File: config.mk
export PLATFORM = sky130hd
export DESIGN_NAME = rand_multi
export DESIGN_NICKNAME = d
export VERILOG_FILES = /design/src/rtl/rand_multi.sv
export SDC_FILE = /design/constraint.sdc
export NUM_CORES = 1
export LEC_CHECK = 0
export ABC_AREA = 1
export ABC_CLOCK_PERIOD_IN_PS = 1780
export BUFFER_PORTS_ARGS = -buffer_cell sky130_fd_sc_hd__clkbuf_2
export CAP_MARGIN = 5
export CORE_ASPECT_RATIO = 0.75
export CORE_MARGIN = 2
export CORE_UTILIZATION = 35
export CTS_BUF_LIST = sky130_fd_sc_hd__clkbuf_16
export DETAILED_ROUTE_END_ITERATION = 10
export GPL_ROUTABILITY_DRIVEN = 0
export PLACE_DENSITY = 0.6
export SYNTH_ARGS = -nofsm -noshare
export SYNTH_HDL_FRONTEND = slang
export SYNTH_SLANG_ARGS = --single-unit
File: constraint.sdc
create_clock -name clk -period 1.78 [get_ports clk]
set_input_delay 0 -clock clk [delete_from_list [all_inputs] [get_ports clk]]
set_output_delay 0 -clock clk [all_outputs]
set_load 0.05 [all_outputs]
File: src/rtl/rand_multi.sv
// rand_multi: multi-channel uniform random-number server.
// Galois LFSR entropy, edge-queued requests, round-robin rejection sampler.
module rand_multi #(
    parameter int SIZE_BITS = 11,
    parameter int MIN_VAL = 0,
    parameter int MAX_VAL = 448,
    parameter int NUM_CH = 4,
    parameter int LFSR_BITS = 16,
    parameter logic [LFSR_BITS-1:0] TAPS = 16'hB400,
    parameter logic [LFSR_BITS-1:0] SEED = 16'hACE1,
    parameter int MAX_TRIES = 8
) (
    input  logic                        clk,
    input  logic                        reset,
    input  logic [NUM_CH-1:0]           rise,
    output logic [NUM_CH*SIZE_BITS-1:0] dout,
    output logic [NUM_CH-1:0]           valid,
    output logic                        busy
);
    localparam int RANGE = MAX_VAL - MIN_VAL + 1;
    localparam int RBITS = ($clog2(RANGE) < 1) ? 1 : $clog2(RANGE);
    localparam int PW = (NUM_CH > 1) ? $clog2(NUM_CH) : 1;
    localparam int TW = (MAX_TRIES > 1) ? $clog2(MAX_TRIES) : 1;
    localparam logic [RBITS:0] RANGE_C = (RBITS+1)'(RANGE);
    localparam logic [SIZE_BITS-1:0] MIN_C = SIZE_BITS'(MIN_VAL);
    localparam logic [SIZE_BITS-1:0] RANGE_S = SIZE_BITS'(RANGE);
    localparam logic [TW-1:0] LAST_TRY = TW'(MAX_TRIES - 1);
    localparam logic [PW-1:0] LAST_CH = PW'(NUM_CH - 1);

    typedef enum logic {IDLE, DRAW} state_t;

    state_t                 state, state_n;
    logic [LFSR_BITS-1:0]   lfsr, lfsr_n;
    logic [NUM_CH-1:0]      rise_d, pending, pending_n;
    logic [NUM_CH-1:0]      edges, clr;
    logic [PW-1:0]          rr_ptr, rr_n;
    logic [PW-1:0]          grant, grant_n;
    logic [PW-1:0]          pick, idx;
    logic                   found;
    logic [TW-1:0]          tries, tries_n;
    logic [RBITS:0]         cand;
    logic                   accept, done;
    logic [SIZE_BITS-1:0]   result;

    assign edges  = rise & ~rise_d;
    assign cand   = {1'b0, lfsr[RBITS-1:0]};
    assign accept = cand < RANGE_C;
    assign busy   = (state == DRAW);
    assign clr    = done ? (NUM_CH'(1) << grant) : '0;
    // A fresh edge on the channel being completed keeps its request alive
    assign pending_n = (pending & ~clr) | edges;

    always_comb begin
        lfsr_n = lfsr;
        if (lfsr == '0)
            lfsr_n = SEED;
        else if (state == DRAW)
            lfsr_n = lfsr[0] ? ((lfsr >> 1) ^ TAPS) : (lfsr >> 1);
    end

    // Scan downwards so the channel closest to rr_ptr wins
    always_comb begin
        pick  = rr_ptr;
        idx   = rr_ptr;
        found = 1'b0;
        for (int k = NUM_CH - 1; k >= 0; k--) begin
            idx = PW'((int'(rr_ptr) + k) % NUM_CH);
            if (pending[idx]) begin
                pick  = idx;
                found = 1'b1;
            end
        end
    end

    always_comb begin
        state_n = state;
        grant_n = grant;
        tries_n = tries;
        rr_n    = rr_ptr;
        done    = 1'b0;
        result  = MIN_C + SIZE_BITS'(cand);
        unique case (state)
            IDLE: begin
                if (found) begin
                    grant_n = pick;
                    tries_n = '0;
                    state_n = DRAW;
                end
            end
            DRAW: begin
                if (accept) begin
                    done = 1'b1;
                end else if (tries == LAST_TRY) begin
                    done   = 1'b1;
                    result = MIN_C + SIZE_BITS'(cand) - RANGE_S;
                end else begin
                    tries_n = tries + 1'b1;
                end
                if (done) begin
                    state_n = IDLE;
                    rr_n    = (grant == LAST_CH) ? '0 : grant + 1'b1;
                end
            end
            default: state_n = IDLE;
        endcase
    end

    always_ff @(posedge clk or posedge reset) begin
        if (reset) begin
            state   <= IDLE;
            lfsr    <= SEED;
            rise_d  <= '0;
            pending <= '0;
            rr_ptr  <= '0;
            grant   <= '0;
            tries   <= '0;
            valid   <= '0;
            dout    <= {NUM_CH{MIN_C}};
        end else begin
            state   <= state_n;
            lfsr    <= lfsr_n;
            rise_d  <= rise;
            pending <= pending_n;
            rr_ptr  <= rr_n;
            grant   <= grant_n;
            tries   <= tries_n;
            valid   <= clr;
            if (done)
                dout[grant*SIZE_BITS +: SIZE_BITS] <= result;
        end
    end
endmodule

# Yosys cells after proc, flatten, opt, wreduce, memory -nomap -nowiden
# Cells that the tools add are included.
# word_totals
regBits	80
latchBits	0
mem_bits_rw	0
rom_bits	0
in_bits	6
output_inout_bits	49
word_cells	78
memories	0
# classes
addsub	7
n_mul	1
n_div	0
n_lt_le_gt_ge	5
eq_ne	5
shifts	3
mux	36
bitwise_logic	7
n_reduce_logical	5
# ops
cell	count
$mux 16	3
$bwmux 44	1
$shift 11x34->44 const A	1
$shiftx 11x34->44	1
$neg 6->34	1
$mux 11	3
$logic_not 16->1	1
$mux 1	14
$lt 2x3->1 const B	4
$mux 2	5
$sub 9x9->10 const B	1
$lt 9x9->1 const B	1
$mux 3	3
$and 4x4->4	2
$bmux 1 s2	4
$not 4->4	2
$mul 2x4->6 const B	1
$ne 2x2->1 const B	3
$pmux 3 s2	1
$add 2x1->2 const B	2
$add 2x2->2 const B	2
$mux 4	1
$not 3->4	1
$or 4x4->4	1
9 further kinds	10

# Depth between registers and ports, before layout
# Gate-level depths: netlist of the first run.
# logic_depth
word_depth	9
ltp_mapped	12
depth_no_buf	12

# Worst setup path after synthesis of the first run
# Ideal clock, no wire load.
# synth_path
kind	register to register
from	register lfsr[0]
to	register dout[14]
setup_time_ps	78
arrival_time_ps	1745
t_required_ps	1702
slack_ps	-43
path_stages_with_launch	12
n_path_buf	1
period_less_slack_ps	1823
path_cell_list	dfstp_2 -> clkinv_1 -> ha_1 -> nand3_4 -> nand3_4 -> nand2_4 -> inv_2 -> nand2_2 -> buf_6 -> nand2_1 -> inv_1 -> o21bai_1
# synth_via
elab_chain_len	6
word_cells_on_any_way	10
classes_between	add/sub (1); order compare (1); shift (1); mux (7)
# synth_lines
element	line_no	text
start: declaration	33	logic [LFSR_BITS-1:0] lfsr, lfsr_n;
start signal: assignment	121	lfsr <= lfsr_n;
$sub 9x9->10	95	result = MIN_C + SIZE_BITS'(cand) - RANGE_S;
$mux 11	93	end else if (tries == LAST_TRY) begin
$mux 11	91	if (accept) begin
$mux 11	82	unique case (state)
$shiftx 11x34->44	129	dout[grant*SIZE_BITS +: SIZE_BITS] <= result;
$bwmux 44	129	
end signal: assignment	118	dout <= {NUM_CH{MIN_C}};
end signal: indexed assignment	129	
end: declaration	16	output logic [NUM_CH*SIZE_BITS-1:0] dout,
# Parallel ways exist; a longest one is shown, timed or not. The select of a mux whose other input is x is not followed.
# A chain may end at the register's enable or synchronous reset.

# Worst setup path after layout of the first run
# layout_path
from	register tries[0]
to	register dout[17]
# layout_via
elab_chain_len	6
word_cells_on_any_way	10
classes_between	eq/ne (1); shift (1); mux (8)
# layout_lines
element	line_no	text
start: declaration	40	logic [TW-1:0] tries, tries_n;
start signal: assignment	126	tries <= tries_n;
$eq 3x3->1 (*)	93	
$mux 11	93	
$mux 11	91	
$mux 11	82	
$shiftx 11x34->44	129	
$bwmux 44	129	
# Every way passes the cells marked *; elsewhere a longest branch is shown, timed or not. The select of a mux whose other input is x is not followed.

==> Flow_metrics.wiki, run 1 <==
{| class="wikitable"
! Metric !! Value
|-
| Outcome || complete, no violations
|-
| Synthesized cell area || 3650 um^2
|-
| Path category of the worst min-delay check || in2async
|-
| TritonCTS buffer count || 9
|-
| Number of H-tree levels || 3
|-
| Final Hold Violating Endpoints || 0
|-
| Comb pwr share || 0.481
|-
| Remaining number of nets flagged by the antenna check after routing || 0
|-
| Buffer cell driving the clock tree root || sky130_fd_sc_hd__clkbuf_16
|-
| Detail-routed net length per standard cell || 14.3 um
|-
| CTS tree || built
|-
| Slew headroom || 0.696
|-
| Clock latency of the later-clocked register in the worst-skew pair || 0.34 ns
|-
| YS warnings || 0
|-
| Routed met1 length || 4510 um
|-
| Leakage || 2.32 nW
|-
| Switching part of the total || 0.483
|-
| Worst setup SP type || register
|-
| Arrival time worst endpoint || 1.96 ns
|-
| Number of global-route vias before repair || 2975
|-
| Synthesis-stage register bit count || 76
|-
| Die Span X || 122 um
|-
| Setup crit end kind || register
|-
| Number of primary I/O pins || 55
|-
| Port Buf Inserts || 54
|-
| Distinct cell type count of the synthesized netlist || 35
|-
| Capture instance of the worst register-to-register path || dout[17]$_DFFE_PP0P_
|-
| HPWL after DPL || 6480 um
|-
| Total net switching power || 0.00438 W
|-
| Total number of vias || 3048
|-
| Clock network power share || 0.205
|-
| Standard-cell rows || 32
|-
| Tmin final || 1.70 ns
|-
| Synthesized Nets || 433
|-
| Detailed Route Iter0 Violations || 185
|-
| Top layer used by detailed routing || met4
|-
| Ratio of cells with drive above 1 in the final layout || 0.266
|-
| Final design utilization || 0.447
|-
| Worst-case reg-to-reg path depth || 8
|-
| Total instance count after detailed placement || 606
|-
| Power share of the sequential group || 0.314
|-
| Length of routed met3 wiring || 484 um
|-
| Area growth syn-to-layout || 25.0%
|-
| IR Drop Worst-Case VDD || 0.643 mV
|-
| Critical register-to-register path startpoint || tries[0]$_DFFE_PP0P_
|-
| Worst setup slack for register-to-register paths || 0.08 ns
|-
| Post-detailed-routing wire length || 8980 um
|-
| Total grt overflow || 0
|-
| Period Utilization, post-route || 0.956
|-
| Clock input transition at the sequential cells of the worst setup and hold paths || 0.06 ns
|-
| Die Outline Area || 11300 um^2
|-
| Clk sinks || 76
|-
| Number of antenna violations at the first check in global routing || 0
|-
| Sequential cell area fraction in the yosys report || 0.524
|-
| Number of antenna repair diodes || 0
|-
| Category of the most critical setup path || reg2reg
|-
| Drt pass-1 iters || 4
|-
| Number of buffers on the longest clock path || 2
|-
| Per-cell via count in the routed design || 4.85
|-
| Cells along the critical path || ha_1 -> ha_2 -> nand2_2 -> inv_4 -> nand3_4 -> buf_4 -> nand4_1 -> o21ai_0
|-
| Pwr per Cell Area || 1980 nW/um^2
|-
| Global-route usage over all layers || 0.172
|-
| Sum Neg Setup Slack || 0 ns
|-
| Delay of the slowest cell on the worst path || 0.39 ns
|-
| Post-synthesis average cell area || 8.75 um^2
|-
| Biggest fanout along the worst timing path || 7
|-
| Cell with the largest stage delay on the worst path || sky130_fd_sc_hd__dfrtp_1
|-
| Wire length of the first global-routing pass || 15000 um
|-
| Die extent in y || 92.4 um
|-
| Fin Clk Skew || 0.00564 ns
|-
| Cells after Synth || 417
|-
| Worst Tran Pin Value || 0.455 ns
|-
| Number of slew-limit violations in the final report || 0
|-
| Area of the placeable core || 10200 um^2
|-
| Remaining routing DRC violations || 0
|-
| Final Non-Filler Cells || 629
|-
| Maximum number of pins on one net before global-route repair || 31
|-
| Metal2 WL || 3890 um
|-
| Highest clock rate || 588 MHz
|-
| Worst endpoint required time || 2.04 ns
|-
| Number of nets at the end of the flow || 504
|-
| # Max-Cap Violations || 0
|-
| Number of setup violations in the final report || 0
|-
| Starting Density || 0.357
|-
| Worst Hold Margin || 0.210 ns
|-
| Cell internal power dissipation || 0.00467 W
|}
sequential cells by signal, indices dropped and copies added (netlist names):
name     count
dout        40
rise_d       4
lfsr        16
tries        3
rr_ptr       2
busy         1
valid        4
grant        2
pending      4
layout by cell type, fill, tap and decap left out, drive strengths merged:
| cell | Yosys | final |
|---|---|---|
| inv | 49 | 50 |
| o21ai | 59 | 59 |
| clkbuf | 7 | 63 |
| buf | 10 | 18 |
| clkinv | 1 | 2 |
| a21oi | 11 | 11 |
| o22ai | 3 | 3 |
| dfstp | 8 | 8 |
| nand2 | 114 | 114 |
| nand3 | 27 | 27 |
| dfrtp | 68 | 68 |
| nor3 | 1 | 1 |
| clkinvlp | 0 | 4 |
| xor2 | 1 | 1 |
| o211ai | 3 | 3 |
| nand3b | 1 | 1 |
| ha | 10 | 10 |
| nand4 | 13 | 13 |
| nor4 | 2 | 2 |
| bufinv | 0 | 1 |
| o21bai | 4 | 4 |
| a22oi | 2 | 2 |
| dlygate4sd3 | 0 | 5 |
| nor2 | 23 | 23 |
through the flow:
| stage | setup slack (ns) | power, W | area (um^2) |
|---|---|---|---|
| final | 0.0791 | 0.00905 | 4560 |
| after global routing | -0.00909 | 0.00972 | 4560 |
| after CTS | 0.0160 | 0.00906 | 4500 |
| after detailed placement | -0.0166 | 0.00714 | 4140 |
| after global placement | 0.0570 | 0.00707 | 4140 |
| after floorplan | 0.0567 | 0.00604 | 3650 |
worst max path at each step:
| stage | from | to | depth (start not counted) |
|---|---|---|---|
| after floorplan | busy$_DFF_PP0_ | dout[16]$_DFFE_PP0P_ | 9 |
| after global placement | tries[0]$_DFFE_PP0P_ | dout[11]$_DFFE_PP0P_ | 8 |
| after detailed placement | lfsr[0]$_DFFE_PP1P_ | dout[11]$_DFFE_PP0P_ | 7 |
| after CTS | tries[0]$_DFFE_PP0P_ | dout[17]$_DFFE_PP0P_ | 8 |
| after global routing | lfsr[0]$_DFFE_PP1P_ | dout[27]$_DFFE_PP0P_ | 9 |
| final | tries[0]$_DFFE_PP0P_ | dout[17]$_DFFE_PP0P_ | 8 |
cells in the mapped netlist:
master	number	area, um^2
sky130_fd_sc_hd__nor2_4	4	45.0
sky130_fd_sc_hd__dfstp_2	8	210
sky130_fd_sc_hd__nand3_4	3	52.6
sky130_fd_sc_hd__a21oi_1	11	55.1
sky130_fd_sc_hd__nor2_2	2	12.5
sky130_fd_sc_hd__nor2_1	16	60.1
sky130_fd_sc_hd__nand3_1	23	115
sky130_fd_sc_hd__xor2_1	1	8.76
sky130_fd_sc_hd__o21ai_2	1	8.76
sky130_fd_sc_hd__inv_1	42	158
sky130_fd_sc_hd__nand2_2	3	18.8
sky130_fd_sc_hd__clkinv_1	1	3.75
sky130_fd_sc_hd__nor3_1	1	5.00
sky130_fd_sc_hd__a22oi_1	2	15.0
sky130_fd_sc_hd__o211ai_1	3	22.5
sky130_fd_sc_hd__nand2_1	110	413
sky130_fd_sc_hd__nand2_4	1	11.3
sky130_fd_sc_hd__inv_2	7	26.3
sky130_fd_sc_hd__buf_6	2	22.5
sky130_fd_sc_hd__o22ai_1	2	12.5
sky130_fd_sc_hd__buf_2	2	10.0
sky130_fd_sc_hd__dfrtp_1	68	1700
sky130_fd_sc_hd__nand4_1	13	81.3
sky130_fd_sc_hd__buf_4	6	45.0
sky130_fd_sc_hd__o22ai_2	1	12.5
sky130_fd_sc_hd__o21bai_1	4	30.0
sky130_fd_sc_hd__nand3b_1	1	7.51
sky130_fd_sc_hd__clkbuf_1	6	22.5
sky130_fd_sc_hd__clkbuf_2	1	5.00
sky130_fd_sc_hd__o21ai_1	17	85.1
sky130_fd_sc_hd__nand3_2	1	10.0
sky130_fd_sc_hd__ha_1	10	125
sky130_fd_sc_hd__nor4_1	2	12.5
sky130_fd_sc_hd__o21ai_0	41	205
sky130_fd_sc_hd__nor2_8	1	20.0
critical path, delay by kind of cell (launching register included):
kind / cells / cell delay, ns
and+or+nand+nor: 3 / 0.40
buffers and inverters: 2 / 0.23
AOI/OAI and AO/OA: 1 / 0.21
adders and majority gates: 2 / 0.38
DFF: 1 / 0.39
final cells by class:
type                       instances  area [um^2]
timing repair buffer              77          480
clock inverter                     7         73.8
sequential                        76         1910
tap                              136          170
inverter                          50          195
multi-input combinational        274         1510
clock buffer                       9          225
fill                            1024         5650
metal layers:
metal  vias to the layer above  track usage
met5                         -            0
met4                         0       0.0479
met3                         9       0.0585
met2                        73        0.252
met1                      1464        0.242
li1                       1502            -
cell families (layout without fill, tap and decap cells):
family                   count (synthesis)  after routing  share of synthesized area
buffers and inverters                   67            143                     0.0802
AND/OR/NAND/NOR                        181            181                      0.237
XOR/XNOR                                 1              1                    0.00240
AO/OA/AOI/OAI                           82             82                      0.122
flip-flops                              76             76                      0.524
adder cells (fa/ha/maj)                 10             10                     0.0343
power by group through the flow:
stage | Clock, W | Sequential, W | Combinational (W)
after floorplan | 0 | 0.00387 | 0.00218
after global placement | 0 | 0.00284 | 0.00422
after detailed placement | 0 | 0.00286 | 0.00428
after CTS | 0.00190 | 0.00284 | 0.00432
after global routing | 0.00197 | 0.00293 | 0.00481
final | 0.00186 | 0.00284 | 0.00435
timing repair:
item	4_1_cts	5_1_grt
pin swaps	0	3
setup endpoints to repair	3	39
hold buffers	5	0
hold endpoints to repair	22	0
buffers inserted	0	2
resized for setup	2	16
(Power assumes the default switching activity.)
==> inputs of run 2 (changes only) <==
--- a/config.mk
+++ b/config.mk
@@ -6,7 +6,7 @@
 export NUM_CORES = 1
 export LEC_CHECK = 0
 export ABC_AREA = 1
-export ABC_CLOCK_PERIOD_IN_PS = 1780
+export ABC_CLOCK_PERIOD_IN_PS = 1400
 export BUFFER_PORTS_ARGS = -buffer_cell sky130_fd_sc_hd__clkbuf_2
 export CAP_MARGIN = 5
 export CORE_ASPECT_RATIO = 0.75
@@ -16,6 +16,7 @@
 export DETAILED_ROUTE_END_ITERATION = 10
 export GPL_ROUTABILITY_DRIVEN = 0
 export PLACE_DENSITY = 0.6
+export SKIP_CTS_REPAIR_TIMING = 1
 export SYNTH_ARGS = -nofsm -noshare
 export SYNTH_HDL_FRONTEND = slang
 export SYNTH_SLANG_ARGS = --single-unit
==> constraint.sdc (replaced) <==
create_clock -name clk -period 1.4 [get_ports clk]
set_input_delay 0 -clock clk [delete_from_list [all_inputs] [get_ports clk]]
set_output_delay 0 -clock clk [all_outputs]
set_load 0.05 [all_outputs]
==> run 2 against run 1 <==
Net effect: first-iteration DRC count decreased by 14%; sequential cell count unchanged; maximum frequency decreased by 5.3%; count of clock-buffer cells in the layout unchanged; final area increased by 17%; register-to-register slack got worse by 0.48 ns; critical path depth increased by 1; clock skew increased by 0.0034 ns; wire length increased by 14%; utilization increased by 7.6 points; the flow now finishes with violations (setup timing).
==> Flow_metrics.wiki, run 2 (synthesis results as in run 1) <==
{| class="wikitable"
! Metric !! Value
|-
| Leakage || 2.66 nW
|-
| Final Hold Violating Endpoints || 0
|-
| Worst-case reg-to-reg path depth || 9
|-
| Clock input transition at the sequential cells of the worst setup and hold paths || 0.06 ns
|-
| Path category of the worst min-delay check || in2async
|-
| Worst setup slack for register-to-register paths || -0.40 ns
|-
| Register with the highest flop count || dout
|-
| Highest clock rate || 557 MHz
|-
| Total grt overflow || 0
|-
| Wire length of the first global-routing pass || 15300 um
|-
| Most used cells in the layout excluding fill and tap cells || sky130_fd_sc_hd__nand2_1, sky130_fd_sc_hd__dfrtp_1, sky130_fd_sc_hd__buf_4
|-
| Die Outline Area || 11300 um^2
|-
| Capture instance of the worst register-to-register path || dout[18]$_DFFE_PP0P_
|-
| Busiest metal layer after global routing || met1
|-
| Number of H-tree levels || 3
|-
| Port Buf Inserts || 54
|-
| Number of antenna repair diodes || 0
|-
| Clk sinks || 76
|-
| # Max-Cap Violations || 0
|-
| Category of the most critical setup path || reg2reg
|-
| Fin Clk Skew || 0.00900 ns
|-
| Clock latency of the later-clocked register in the worst-skew pair || 0.34 ns
|-
| Unrepaired setup endpoints after global routing || true
|-
| Area of the placeable core || 10200 um^2
|-
| Biggest fanout along the worst timing path || 4
|-
| Standard-cell rows || 32
|-
| Arrival time worst endpoint || 2.06 ns
|-
| Buffer cell driving the clock tree root || sky130_fd_sc_hd__clkbuf_16
|-
| TritonCTS buffer count || 9
|-
| Worst path setup slack after routing || -0.396 ns
|-
| Violations in the final reports || setup timing
|-
| Worst Setup Slack post-DPL || -0.337 ns
|-
| CTS tree || built
|-
| Sum Neg Setup Slack || -13.93 ns
|-
| Detailed Route Iter0 Violations || 159
|-
| Slew headroom || 0.710
|-
| Setup crit end kind || register
|-
| Number of primary I/O pins || 55
|-
| Per-cell via count in the routed design || 4.86
|-
| HPWL after DPL || 6780 um
|-
| Global-route usage over all layers || 0.175
|-
| Remaining number of nets flagged by the antenna check after routing || 0
|-
| Outcome || finished, violations left
|-
| Worst endpoint required time || 1.66 ns
|-
| Number of antenna violations at the first check in global routing || 0
|-
| Tmin final || 1.80 ns
|-
| Final design utilization || 0.522
|-
| Post-detailed-routing wire length || 10200 um
|-
| Worst setup SP type || register
|-
| Remaining routing DRC violations || 0
|-
| Worst Tran Pin Value || 0.435 ns
|-
| Die extent in y || 92.4 um
|-
| Most common cell after layout, fill and taps aside || sky130_fd_sc_hd__nand2_1
|-
| Die Span X || 122 um
|-
| Post-detailed-placement cell area || 4520 um^2
|-
| Number of nets at the end of the flow || 562
|-
| GR Util met2 || 0.252
|-
| IR Drop Worst-Case VDD || 0.994 mV
|-
| Biggest regs || dout: 40 flops, lfsr: 16 flops
|-
| Pwr per Cell Area || 2550 nW/um^2
|-
| Number of buffers on the longest clock path || 2
|-
| Maximum number of pins on one net before global-route repair || 77
|-
| Global Route met3 Usage || 0.0406
|-
| Cell area after layout || 5330 um^2
|-
| Area growth syn-to-layout || 46.1%
|-
| Number of global-route vias before repair || 3042
|-
| Ratio of cells with drive above 1 in the final layout || 0.440
|-
| Drt pass-1 iters || 4
|-
| Detail-routed net length per standard cell || 14.9 um
|-
| Total number of vias || 3332
|-
| Number of slew-limit violations in the final report || 0
|-
| Number of flip-flops under the largest register name || 40
|-
| Number of setup violations in the final report || 59
|-
| Critical register-to-register path startpoint || tries[0]$_DFFE_PP0P_
|-
| Starting Density || 0.357
|-
| Period Utilization, post-route || 1.28
|-
| Met1 GRT Util || 0.260
|}
## run 2: changes by cell type in the layout (fill, tap and decap cells not counted), moves of 7 or more
cell and delta:
sky130_fd_sc_hd__buf_4 +43, sky130_fd_sc_hd__buf_6 +11, sky130_fd_sc_hd__inv_1 -7, sky130_fd_sc_hd__nand2_1 -17
sky130_fd_sc_hd__nand2_2 +12, sky130_fd_sc_hd__o21ai_0 -18, sky130_fd_sc_hd__o21ai_2 +11
## run 2: area by class of cell
type / count / area, um^2
inverter: 50 / 206
clock inverter: 6 / 65.1
tap: 136 / 170
timing repair buffer: 133 / 967
fill: 926 / 4880
multi-input combinational: 276 / 1780
clock buffer: 9 / 225
sequential: 76 / 1920
## run 2: worst max path at each step
stage	depth (start not counted)	to	from	slack [ns]
after floorplan	11	dout[14]$_DFFE_PP0P_	lfsr[0]$_DFFE_PP1P_	-0.22
after global placement	9	dout[32]$_DFFE_PP0P_	tries[0]$_DFFE_PP0P_	-0.26
after detailed placement	9	dout[32]$_DFFE_PP0P_	tries[1]$_DFFE_PP0P_	-0.34
after CTS	9	dout[32]$_DFFE_PP0P_	tries[1]$_DFFE_PP0P_	-0.37
after global routing	9	dout[27]$_DFFE_PP0P_	lfsr[0]$_DFFE_PP1P_	-0.46
final	9	dout[18]$_DFFE_PP0P_	tries[0]$_DFFE_PP0P_	-0.40
## run 2: worst max-delay path: stages, from the launching register on
cell and delay, ns:
sky130_fd_sc_hd__dfrtp_1 0.38, sky130_fd_sc_hd__ha_1 0.21, sky130_fd_sc_hd__ha_2 0.18, sky130_fd_sc_hd__nand2_2 0.07, sky130_fd_sc_hd__buf_4 0.12, sky130_fd_sc_hd__nor2_4 0.04
sky130_fd_sc_hd__buf_12 0.13, sky130_fd_sc_hd__a21oi_2 0.25, sky130_fd_sc_hd__nand3_1 0.21, sky130_fd_sc_hd__o21ai_1 0.16
## run 2: layer usage
metal	vias up	wire (um)
met5	-	0
met4	0	100
met3	12	493
met2	76	4750
met1	1617	4870
li1	1627	-
## run 2: report_power, final
part           switching, W  internal [W]  leakage, nW
clock              0.000911       0.00137        0.142
combinational       0.00497       0.00274         1.56
sequential         0.000584       0.00304        0.956
total               0.00646       0.00715         2.66
## run 2: through the flow
| stage | std cells | hold WS [ns] | power (W) |
|---|---|---|---|
| floorplan | 417 | 0.0314 | 0.00783 |
| global placement | 648 | 0.125 | 0.00985 |
| detailed placement | 648 | 0.130 | 0.00998 |
| CTS | 663 | -0.227 | 0.0123 |
| global route | 686 | 0.329 | 0.0145 |
| finish | 686 | 0.306 | 0.0136 |
==> inputs of run 3 (changes only) <==
--- a/config.mk
+++ b/config.mk
@@ -9,12 +9,12 @@
 export ABC_CLOCK_PERIOD_IN_PS = 1400
 export BUFFER_PORTS_ARGS = -buffer_cell sky130_fd_sc_hd__clkbuf_2
 export CAP_MARGIN = 5
-export CORE_ASPECT_RATIO = 0.75
 export CORE_MARGIN = 2
 export CORE_UTILIZATION = 35
 export CTS_BUF_LIST = sky130_fd_sc_hd__clkbuf_16
 export DETAILED_ROUTE_END_ITERATION = 10
 export GPL_ROUTABILITY_DRIVEN = 0
+export MAX_ROUTING_LAYER = met4
 export PLACE_DENSITY = 0.6
 export SKIP_CTS_REPAIR_TIMING = 1
 export SYNTH_ARGS = -nofsm -noshare
==> run 3 against run 2 <==
Net effect: the run still ends with setup timing left; wire length shrank 7.0%; largest power group unchanged; highest routed layer unchanged; sequential share of layout area grew 0.59 points; sequential power is essentially flat; clock power grew 7%; first-iteration DRC count shrank 43%; via count shrank 2.4%; combinational power shrank 5.1%.
==> Flow_metrics.wiki, run 3 (synthesis results as in run 1) <==
{| class="wikitable"
! Metric !! Value
|-
| Outcome || finished, violations left
|-
| Violations in the final reports || setup timing
|-
| Biggest fanout along the worst timing path || 8
|-
| Clock input transition at the sequential cells of the worst setup and hold paths || 0.06 ns
|-
| Standard-cell rows || 37
|-
| Worst path setup slack after routing || -0.281 ns
|-
| Busiest metal layer after global routing || met2
|-
| CTS tree || built
|-
| Clk sinks || 76
|-
| Final design utilization || 0.513
|-
| Number of antenna violations at the first check in global routing || 0
|-
| Drt pass-1 iters || 4
|-
| Setup crit end kind || register
|-
| Sum Neg Setup Slack || -11.77 ns
|-
| Cell area after layout || 5240 um^2
|-
| # Max-Cap Violations || 0
|-
| IR Drop Worst-Case VDD || 1.02 mV
|-
| TritonCTS buffer count || 9
|-
| Launching element of the worst setup path || lfsr[0]$_DFFE_PP1P_
|-
| Clock latency of the later-clocked register in the worst-skew pair || 0.34 ns
|-
| Biggest regs || dout: 40 flops, lfsr: 16 flops
|-
| Post-detailed-routing wire length || 9490 um
|-
| Starting Density || 0.357
|-
| Met1 GRT Util || 0.220
|-
| Die Outline Area || 11300 um^2
|-
| Final Hold Violating Endpoints || 0
|-
| Total grt overflow || 0
|-
| Number of nets at the end of the flow || 553
|-
| Period Utilization, post-route || 1.20
|-
| GR Util met2 || 0.276
|-
| Fin Clk Skew || 0.00514 ns
|-
| Wire length of the first global-routing pass || 14900 um
|-
| Worst Hold Margin || 0.291 ns
|-
| Unrepaired setup endpoints after global routing || true
|-
| Pwr per Cell Area || 2550 nW/um^2
|-
| Die Span X || 106 um
|-
| Global Route met3 Usage || 0.0417
|-
| Total number of vias || 3252
|-
| Fill cell total of the finished layout || 937
|-
| Category of the most critical setup path || reg2reg
|-
| Number of antenna repair diodes || 0
|-
| Maximum number of pins on one net before global-route repair || 77
|-
| Detailed Route Iter0 Violations || 90
|-
| Slew headroom || 0.714
|-
| Most common cell after layout, fill and taps aside || sky130_fd_sc_hd__nand2_1
|-
| Number of buffers on the longest clock path || 2
|-
| Per-cell via count in the routed design || 4.80
|-
| Number of primary I/O pins || 55
|-
| Die extent in y || 106 um
|-
| Arrival time worst endpoint || 1.90 ns
|-
| Path category of the worst min-delay check || in2async
|-
| Most used cells in the layout excluding fill and tap cells || sky130_fd_sc_hd__nand2_1, sky130_fd_sc_hd__dfrtp_1, sky130_fd_sc_hd__clkbuf_2
|-
| Number of H-tree levels || 3
|-
| Remaining routing DRC violations || 0
|-
| Number of global-route vias before repair || 3094
|-
| Number of slew-limit violations in the final report || 0
|-
| Remaining number of nets flagged by the antenna check after routing || 0
|-
| Worst setup SP type || register
|-
| Detail-routed net length per standard cell || 14.0 um
|-
| Number of flip-flops under the largest register name || 40
|-
| Leakage || 2.62 nW
|-
| HPWL after DPL || 6770 um
|-
| Ratio of cells with drive above 1 in the final layout || 0.411
|-
| Worst endpoint required time || 1.62 ns
|-
| Highest clock rate || 595 MHz
|-
| Port Buf Inserts || 54
|-
| Area growth syn-to-layout || 43.7%
|-
| Buffer cell driving the clock tree root || sky130_fd_sc_hd__clkbuf_16
|-
| Area of the placeable core || 10200 um^2
|-
| Critical register-to-register path startpoint || lfsr[0]$_DFFE_PP1P_
|-
| Register with the highest flop count || dout
|-
| Worst Tran Pin Value || 0.428 ns
|-
| Number of setup violations in the final report || 62
|-
| Final Total Pwr || 0.0134 W
|-
| Post-detailed-placement cell area || 4540 um^2
|-
| Global-route usage over all layers || 0.173
|-
| Tmin final || 1.68 ns
|}
run 3: final timing paths:
check	to	slack [ns]	cells after the start
max reg2reg	dout[23]$_DFFE_PP0P_	-0.28	7
min in group clk	rise_d[2]$_DFF_PP0_	0.33	2
max in group asynchronous	lfsr[0]$_DFFE_PP1P_	0.72	4
min reg2reg	pending[0]$_DFF_PP0_	0.42	1
max	dout[23]$_DFFE_PP0P_	-0.28	7
min	pending[3]$_DFF_PP0_	0.29	4
run 3: layout make-up:
cell class,count,area [um^2],area share
flip-flops and latches,76,1910,0.365
multi-input cells,275,1730,0.331
repair buffers,125,903,0.172
clock buffers,9,225,0.0429
inverters,50,206,0.0394
well taps,136,170,0.0325
clock inverters,7,90.1,0.0172
run 3: metrics by stage:
| stage | worst slack, ns | instances |
|---|---|---|
| 4_1_cts | -0.377 | 665 |
| 6_report | -0.281 | 678 |
| 3_3_place_gp | -0.269 | 649 |
| 5_1_grt | -0.367 | 678 |
| 2_1_floorplan | -0.223 | 417 |
| 3_5_place_dp | -0.361 | 649 |
run 3: worst max-delay path, stage by stage, from the launching register on:
cell	delay [ns]
sky130_fd_sc_hd__dfstp_2	0.55
sky130_fd_sc_hd__clkinv_4	0.06
sky130_fd_sc_hd__buf_4	0.17
sky130_fd_sc_hd__ha_2	0.31
sky130_fd_sc_hd__inv_1	0.05
sky130_fd_sc_hd__buf_4	0.12
sky130_fd_sc_hd__o211ai_1	0.20
sky130_fd_sc_hd__o21ai_1	0.09
run 3: routing by layer:
| layer | share of wire | vias to the layer above |
|---|---|---|
| met5 | 0 | - |
| met4 | 0.010 | 0 |
| met3 | 0.031 | 8 |
| met2 | 0.52 | 50 |
| met1 | 0.44 | 1596 |
| li1 | - | 1598 |
run 3: where the power goes:
part,internal (W),switching (W),total (W)
registers,0.00305,0.000575,0.00363
logic,0.00258,0.00474,0.00731
clock network,0.00155,0.000902,0.00245
total,0.00718,0.00621,0.0134
